--- config.mk ---
export PLATFORM = sky130hd
export DESIGN_NAME = rr_arbiter8
export DESIGN_NICKNAME = d
export VERILOG_FILES = /design/src/rtl/rr_arbiter8.sv
export SDC_FILE = /design/constraint.sdc
export NUM_CORES = 1
export LEC_CHECK = 0
export CORE_UTILIZATION = 35
export CTS_CLUSTER_SIZE = 16
export DETAILED_ROUTE_END_ITERATION = 12
export PLACE_DENSITY = 0.58
export SYNTH_ARGS = -nofsm -noshare
export SYNTH_HDL_FRONTEND = slang
export SYNTH_SLANG_ARGS = --single-unit
--- constraint.sdc ---
create_clock -name clk -period 5.37 [get_ports clk]
set_input_delay 1.074 -clock clk [delete_from_list [all_inputs] [get_ports clk]]
set_output_delay 1.074 -clock clk [all_outputs]
set_load 0.05 [all_outputs]
--- src/rtl/rr_arbiter8.sv ---
// Eight-way round-robin arbiter with registered one-hot grant, index and valid.
// Optional forced rotation after HOLD_MAX grant cycles is enabled by defining RR_TIMEOUT_EN.
module rr_arbiter8 #(
  parameter int unsigned HOLD_MAX = 16
) (
  input  logic       clk,
  input  logic       rst,
  input  logic       en,
  input  logic [7:0] req,
  output logic [7:0] gnt,
  output logic [2:0] gnt_idx,
  output logic       gnt_valid
);

  typedef enum logic {
    IDLE  = 1'b0,
    GRANT = 1'b1
  } state_t;

  typedef struct packed {
    logic       found;
    logic [2:0] idx;
  } pick_t;

  // First set bit of r in the circular order p, p+1, ..., p+7 (mod 8).
  function automatic pick_t rr_pick(input logic [7:0] r, input logic [2:0] p);
    pick_t      res;
    logic [7:0] rot;
    rot       = 8'({r, r} >> p);
    res.found = |r;
    res.idx   = p;
    for (int k = 7; k >= 0; k--) begin
      if (rot[k]) res.idx = p + 3'(k);
    end
    return res;
  endfunction

  state_t     state, state_nxt;
  logic [2:0] ptr, ptr_nxt;
  logic [2:0] idx_nxt;
  logic       valid_nxt;
  logic       take;
  logic [2:0] winner;
  logic [7:0] gnt_cur;
  logic [7:0] others;
  pick_t      pick_all;
  pick_t      pick_oth;
  logic       hold_expired;

  assign gnt_cur  = 8'b1 << gnt_idx;
  assign others   = req & ~gnt_cur;
  assign pick_all = rr_pick(req, ptr);
  assign pick_oth = rr_pick(others, ptr);

`ifdef RR_TIMEOUT_EN
  localparam logic [7:0] HOLD_LAST = 8'(HOLD_MAX - 1);

  logic [7:0] hold_cnt, hold_cnt_nxt;

  assign hold_expired = (hold_cnt == HOLD_LAST);
`else
  assign hold_expired = 1'b0;
`endif

  // NOTE: every variable assigned here gets a default first so no path can infer a latch.
  always_comb begin
    state_nxt = state;
    ptr_nxt   = ptr;
    idx_nxt   = gnt_idx;
    valid_nxt = gnt_valid;
    take      = 1'b0;
    winner    = gnt_idx;

    unique case (state)
      IDLE: begin
        if (en && pick_all.found) begin
          take   = 1'b1;
          winner = pick_all.idx;
        end
      end
      GRANT: begin
        if (!en) begin
          state_nxt = IDLE;
          valid_nxt = 1'b0;
        end else if (!req[gnt_idx]) begin
          // Release: hand over without an idle gap if anyone else is waiting.
          if (pick_oth.found) begin
            take   = 1'b1;
            winner = pick_oth.idx;
          end else begin
            state_nxt = IDLE;
            valid_nxt = 1'b0;
          end
        end else if (hold_expired && pick_oth.found) begin
          take   = 1'b1;
          winner = pick_oth.idx;
        end
      end
      default: begin
        state_nxt = IDLE;
        valid_nxt = 1'b0;
      end
    endcase

    if (take) begin
      state_nxt = GRANT;
      valid_nxt = 1'b1;
      idx_nxt   = winner;
      ptr_nxt   = winner + 3'd1;
    end
  end

`ifdef RR_TIMEOUT_EN
  always_comb begin
    hold_cnt_nxt = hold_cnt;
    if (take) begin
      hold_cnt_nxt = 8'd0;
    end else if (state == GRANT && state_nxt == GRANT && !hold_expired) begin
      hold_cnt_nxt = hold_cnt + 8'd1;
    end
  end

  always_ff @(posedge clk) begin
    if (rst) hold_cnt <= 8'd0;
    else     hold_cnt <= hold_cnt_nxt;
  end
`endif

  // NOTE: sequential state uses non-blocking assignments so all registers update together.
  always_ff @(posedge clk) begin
    if (rst) begin
      state     <= IDLE;
      ptr       <= 3'd0;
      gnt_idx   <= 3'd0;
      gnt_valid <= 1'b0;
      gnt       <= 8'h00;
    end else begin
      state     <= state_nxt;
      ptr       <= ptr_nxt;
      gnt_idx   <= idx_nxt;
      gnt_valid <= valid_nxt;
      gnt       <= valid_nxt ? (8'b1 << idx_nxt) : 8'h00;
    end
  end

  a_hold_max_range: assert property (@(posedge clk) (HOLD_MAX >= 2) && (HOLD_MAX <= 255));
  a_gnt_onehot:     assert property (@(posedge clk) $onehot0(gnt));
  a_gnt_decode:     assert property (@(posedge clk) gnt == (gnt_valid ? (8'b1 << gnt_idx) : 8'h00));

endmodule

==> impl_summary.txt, run 1 <==
----------------------------------------------------
[Synthesis]
  Net count after synthesis ... 352
  Synth Area per Inst ... 8.30 um2
  Share of the yosys chip area belonging to registers ... 11.4%
  Area of the mapped netlist ... 2810 um2
  Cell variety after synth ... 72
  Post-synth top area share ... 12.0%
  Most frequent cell after synthesis ... nand2_1
  Number of flip-flops and latches in the synthesized netlist ... 16
  Leading cell types by count after synthesis ... nand2_1, mux2i_1, nor2_1
  Async set-or-reset flop fraction in the synthesized netlist ... 0%
  Synthesized instance count ... 339
  Ranking of synthesized cells by area ... mux4_2, dfxtp_1, mux2i_1
  Number of flops mapped to enable cells by yosys ... 0
  Yosys warning total ... 0
  Top FF cell, synth ... dfxtp_1
  Most area-hungry cell type in the Yosys netlist ... mux4_2

[Critical path]
  Start-to-end type of the worst setup path ... in2reg
  Source of the critical timing path ... req[2]
  Crit-path cells ... clkdlybuf4s50_1 > mux2i_1 > a31oi_1 > o41ai_1 > or3_1 > and2_0 > a311oi_1 > o21ai_1 > o41a_4 > o21ai_2 > nor3_1
  Register-to-register path setup slack ... 1670 ps
  Family with the most delay on the worst path ... compound AO/OA/AOI/OAI gates
  Total buffers and inverters traversed by the critical path ... 1
  Data arrival, critical path ... 4400 ps
  Crit-path max cell delay ... 710 ps
  Biggest fanout along the worst timing path ... 14
  Critical path data required time ... 5530 ps
  Start of the worst register-to-register path ... ptr[0]$_SDFFE_PP0P_
  Slowest stage cell, crit path ... clkdlybuf4s50_1
  Crit end category ... flip-flop
  Kind of start point of the critical path ... input pin

[Finish]
  Layout net count ... 352
  Fraction of layout instances using a drive strength above 1 ... 14.5%
  Diodes inserted ... 0
  Area Growth Syn to Fin ... 9.21%

[STA]
  Max-slew violations ... 0
  Top achievable clock speed ... 0.236 GHz
  Sum of negative setup slack ... 0 ps
  Transition time at the pin with the least slew margin ... 822 ps
  Number of endpoints with negative hold slack in the final report ... 0
  Post-route minimum period ... 4240 ps
  Unrepaired setup endpoints after global routing ... false
  Final setup violation count ... 0
  Clock skew ... 3.05 ps
  Max_slew headroom ... 45.1%
  Post-route setup slack ... 1130 ps
  Tightest hold margin ... 582 ps
  Fin crit share ... 79.0%

[Routing]
  Average routed wire per standard cell ... 20.1 um
  Post-route antenna net violation count ... 0
  Met3 Wirelength ... 541 um
  DRC viols ... 0
  Overall routed net length ... 8.84 mm
  Via count of the routed design ... 2915
  Total iterations of the first detailed-routing run ... 5
  Sum of routed wire segments on met1 ... 3.96 mm
  DRT iter0 DRCs ... 327
  Uppermost routed layer ... met4
  Post-detailed-route via-to-cell ratio ... 6.64
  Sum of met2 wire segment lengths after detailed routing ... 4.21 mm

[Placement]
  Post-DP HPWL ... 6.15 mm
  Placement Setup Slack ... 907 ps
  Last weighted congestion value of the routability-driven placer ... 0.875
  PortBufs ... 22

[Die]
  Die height ... 91.6 um
  Initial core utilization ... 36.2%
  Die Footprint ... 8400 um2
  Horizontal extent of the die ... 91.6 um
  Top-level I/O count ... 23
  Total core area ... 7770 um2
  Number of core rows ... 32

[Hold path]
  Worst min-delay path startpoint ... state$_SDFF_PP0_
  Worst min-delay path class ... reg2reg

[Power]
  Relative contribution of combinational cells to total power ... 80.2%
  Share of power burned in the clock network ... 5.7%
  VDD IR-drop max ... 0.000216 V
  Internal power summed over all cells ... 0.702 mW
  Static Leakage ... 1.06 nW
  Cell area power density ... 500 nW/um2
  Register share of total power ... 14.1%
  Net switching share of the total power ... 54.3%
  Switching power ... 0.833 mW

[Clock tree]
  Post CTS Setup Buffer Count ... 0
  Hold-fix buffers at CTS ... 0
  Number of buffers inserted during clock tree synthesis ... 3
  Maximum level of the CTS H-tree ... 1
  Clk sinks ... 16
  CTS Buffer Depth ... 2
  Clock Latency Late Sink ... 250 ps
  Number of gates given a new drive strength after cts ... 0
  Clock tree root buffer cell ... clkbuf_8
  Clock tree from TritonCTS ... yes
  Clock transition at path regs ... 60 ps

[GRT]
  Vias in the first global route ... 2643
  Total global routing track utilization ... 20.7%
  Largest net degree at the start of global routing ... 40
  Overflow left after global routing ... 0
  Initial antenna violation count ... 0
  First-pass GRT wire length ... 14.0 mm

[Job]
  Max-cap violations ... 0

[Run status]
  Outcome ... complete, no violations

----------------------------------------------------
-- worst register-to-register path: cells and delay by family (launching register included) --
kind                     cells  cell delay (ps)
AO/OA/AOI/OAI                7             1640
flip-flops                   1              760
adder cells (fa/ha/maj)      1              570
buffers and inverters        2              520
AND/OR/NAND/NOR              1              160
-- final cells by class --
class | instances | area, um2
timing repair buffer | 28 | 265
tap | 102 | 128
sequential | 16 | 322
inverter | 12 | 45.0
multi-input combinational | 278 | 2270
fill | 790 | 4700
clock buffer | 3 | 41.3
-- final timing paths --
| check | cells past startpoint | to |
|---|---|---|
| hold reg to reg | 1 | state$_SDFF_PP0_ |
| setup / recovery | 11 | gnt[5]$_SDFF_PP0_ |
| setup reg to reg | 11 | ptr[2]$_SDFFE_PP0P_ |
| hold / removal | 1 | state$_SDFF_PP0_ |
-- state kept, by name, indices dropped and copies added, names as in the netlist --
signal	cells
gnt_idx	3
ptr	3
gnt_valid	1
gnt	8
state	1
-- cells by family after synthesis --
kind of cell	share of synthesized area [%]
buf+inv	7.87
mux	26.2
simple gates	22.5
fa+ha+maj	0.890
compound gates	31.2
flops	11.4
-- per-stage QoR --
stage                     area (um2)  instances  total power, mW  util (%)
after floorplan                 2810        339             1.17         -
after global placement          3030        436             1.42      39.0
after detailed placement        3030        436             1.42      39.0
after CTS                       3070        439             1.51      39.5
after global routing            3070        439             1.64      39.5
final                           3070        439             1.53      39.5
-- metal layers --
metal | global-route usage (%) | vias up
met4 | 6.08 | 0
met3 | 2.16 | 14
met1 | 28.4 | 1432
li1 | - | 1334
met2 | 34.1 | 135
met5 | 0 | -
-- power by group through the flow --
stage / sequential, mW / clock [mW] / combinational (mW)
6_report: 0.217 / 0.0872 / 1.23
2_1_floorplan: 0.225 / 0 / 0.943
4_1_cts: 0.215 / 0.0900 / 1.21
5_1_grt: 0.224 / 0.0950 / 1.32
3_3_place_gp: 0.217 / 0 / 1.20
3_5_place_dp: 0.217 / 0 / 1.20
-- layout by cell type, fill, tap and decap left out, types with 9 or more instances in the layout --
master and n:
clkdlybuf4s50_1 22, mux4_2 15, o21ai_0 13, inv_1 9
nor2_1 23, nand2_1 27, dfxtp_1 15, nand2b_1 12
mux2i_1 24, a21oi_1 16
Note: power is estimated with default switching activity, not from simulation.
==> inputs of run 2 (changes only) <==
clock period = 4.1 ns   (was 5.37 ns; I/O delays follow)
==> run 2 against run 1 <==
Global-route usage grew 0.16 points. Cell count grew 4.8%. Non-clock buffer count grew 21. Hold slack lost 11 ps. Critical path type unchanged. Clock skew shrank 2.4 ps. Via count grew 1.7%. Design area grew 5.5%. Combinational power grew 31%. Clock power grew 27%. Sequential share of layout area shrank 0.55 points. Count of clock-buffer cells in the layout is the same.
==> impl_summary.txt, run 2 (synthesized netlist as in run 1, its figures left out) <==
----------------------------------------------------
[STA]
  Final setup violation count ... 0 (unchanged)
  Max-slew violations ... 0 (unchanged)
  Clock skew ... 0.628 ps (-2.42 ps)
  Tightest hold margin ... 570 ps (-11.3 ps)
  Top achievable clock speed ... 0.258 GHz
  Transition time at the pin with the least slew margin ... 734 ps (-87.3 ps)
  Post-route setup slack ... 230 ps (-896 ps)
  Post-route minimum period ... 3870 ps
  Max_slew headroom ... 51.0% (+5.8 points)
  Unrepaired setup endpoints after global routing ... false
  Sum of negative setup slack ... 0 ps (unchanged)
  Number of endpoints with negative hold slack in the final report ... 0 (unchanged)
  Fin crit share ... 94.4%

[Finish]
  Top Registers ... gnt (8), gnt_idx (3), ptr (3)
  Largest Register ... gnt
  Final design instance area without fill ... 3240 um2 (+5.5%)
  Share of the core filled with cells in the final layout ... 41.7% (+2.2 points)
  Diodes inserted ... 0 (unchanged)
  Area Growth Syn to Fin ... 15.3%
  Highest-count cells in the layout ignoring fill and taps ... nand2_1, buf_4, mux2i_1, nor2_1, clkdlybuf4s50_1
  Number of flip-flops in the largest register ... 8 (unchanged)
  Layout net count ... 373 (+6.0%)
  Fraction of layout instances using a drive strength above 1 ... 19.6% (+5.0 points)
  Final Non-Filler Cells ... 460 (+4.8%)
  Most common cell after layout, fill and taps aside ... nand2_1

[Critical path]
  Kind of start point of the critical path ... input pin
  Data arrival, critical path ... 4040 ps (-360 ps)
  Source of the critical timing path ... req[5]
  Start of the worst register-to-register path ... ptr[1]$_SDFFE_PP0P_
  Start-to-end type of the worst setup path ... in2reg
  Slowest stage cell, crit path ... clkdlybuf4s50_1
  Total buffers and inverters traversed by the critical path ... 2 (+1)
  Crit-path cells ... clkdlybuf4s50_1 > inv_1 > o32ai_2 > mux4_2 > a2111oi_0 > a221oi_1 > o21ai_1 > a211o_2 > nand2b_4 > a21o_1 > a21oi_1
  Crit end category ... flip-flop
  Family with the most delay on the worst path ... compound AO/OA/AOI/OAI gates
  Crit-path max cell delay ... 710 ps (about the same)
  Biggest fanout along the worst timing path ... 12 (-2)
  Critical path data required time ... 4270 ps (-1260 ps)

[Power]
  Net switching share of the total power ... 53.1% (-1.1 points)
  VDD IR-drop max ... 0.000326 V (+51%)
  Relative contribution of combinational cells to total power ... 79.4% (-0.8 points)
  Share of power burned in the clock network ... 5.5% (-0.2 points)
  Post-route total power ... 2.03 mW (+32%)
  Static Leakage ... 1.17 nW (+9.9%)
  Internal power summed over all cells ... 0.953 mW (+36%)
  Cell area power density ... 627 nW/um2 (+26%)
  Register share of total power ... 15.1% (+1.0 points)
  Switching power ... 1.08 mW (+30%)

[Die]
  Number of core rows ... 32 (unchanged)
  Initial core utilization ... 36.2% (unchanged)
  Total core area ... 7770 um2 (unchanged)
  Die Footprint ... 8400 um2 (unchanged)
  Top-level I/O count ... 23 (unchanged)
  Horizontal extent of the die ... 91.6 um (unchanged)
  Die height ... 91.6 um (unchanged)

[GRT]
  Initial antenna violation count ... 0 (unchanged)
  First-pass GRT wire length ... 14.4 mm (+3.0%)
  Total global routing track utilization ... 20.9% (+0.16 points)
  Vias in the first global route ... 2812 (+6.4%)
  Overflow left after global routing ... 0 (unchanged)
  Largest net degree at the start of global routing ... 28 (-30%)

[Placement]
  PortBufs ... 22 (unchanged)
  Placement Setup Slack ... 21.3 ps (-886 ps)
  Placed Cells ... 457 (+4.8%)
  Dpl cell area ... 3200 um2 (+5.6%)
  Last weighted congestion value of the routability-driven placer ... 0.883 (+0.95%)
  Post-DP HPWL ... 6.35 mm (+3.2%)

[Clock tree]
  Clock transition at path regs ... 50 ps (about the same)
  Post CTS Setup Buffer Count ... 0 (unchanged)
  Clock tree root buffer cell ... clkbuf_8
  Clk sinks ... 16 (unchanged)
  Maximum level of the CTS H-tree ... 1 (unchanged)
  Number of gates given a new drive strength after cts ... 0 (unchanged)
  CTS Buffer Depth ... 2 (unchanged)
  Clock Latency Late Sink ... 240 ps (about the same)
  Clock tree from TritonCTS ... yes
  Hold-fix buffers at CTS ... 0 (unchanged)
  Number of buffers inserted during clock tree synthesis ... 3 (unchanged)

[Routing]
  Overall routed net length ... 8.64 mm (-2.2%)
  Via count of the routed design ... 2965 (+1.7%)
  DRT iter0 DRCs ... 374 (+14%)
  DRC viols ... 0 (unchanged)
  Post-detailed-route via-to-cell ratio ... 6.45 (-2.9%)
  Post-route antenna net violation count ... 0 (unchanged)
  Average routed wire per standard cell ... 18.8 um (-6.7%)
  Total iterations of the first detailed-routing run ... 5 (unchanged)

[Hold path]
  Worst min-delay path startpoint ... ptr[0]$_SDFFE_PP0P_
  Worst min-delay path class ... reg2reg

[Run status]
  Outcome ... complete, no violations

[Job]
  Max-cap violations ... 0 (unchanged)

----------------------------------------------------
## run 2: cell count changes in the layout (fill, tap and decap cells not counted), sizes merged
cell,previous run,this run
buf,6,27
## run 2: layout make-up
type	count	area [um2]
fill	776	4530
multi-input combinational	278	2270
timing repair buffer	49	435
inverter	12	45.0
sequential	16	322
tap	102	128
clock buffer	3	41.3
## run 2: worst paths after layout
kind,end,slack [ps],cells past startpoint
max,ptr[2]$_SDFFE_PP0P_,230,11
min,ptr[0]$_SDFFE_PP0P_,570,2
max reg2reg,ptr[2]$_SDFFE_PP0P_,540,12
min reg2reg,ptr[0]$_SDFFE_PP0P_,570,2
## run 2: worst register-to-register path, stage by stage, from the launching register on
cell	delay, ps
dfxtp_2	770
clkinv_1	160
buf_4	250
ha_1	500
inv_1	190
a21o_1	190
a221oi_1	310
a2111o_1	200
a31oi_1	50
a211o_2	400
nand2b_4	160
a21o_1	170
a21oi_1	140
## run 2: layer usage
metal	part of all wire (%)	vias to the layer above	GRT usage, %
li1	-	1381	-
met1	44	1427	29.4
met2	48	144	33.9
met3	6.8	13	2.65
met4	1.0	0	4.63
met5	0	-	0
## run 2: power groups by stage
| stage | combinational, mW | clock [mW] | sequential (mW) |
|---|---|---|---|
| after CTS | 1.59 | 0.115 | 0.305 |
| after global routing | 1.76 | 0.120 | 0.321 |
| after floorplan | 1.23 | 0 | 0.294 |
| final | 1.61 | 0.111 | 0.307 |
| after detailed placement | 1.59 | 0 | 0.308 |
| after global placement | 1.59 | 0 | 0.311 |
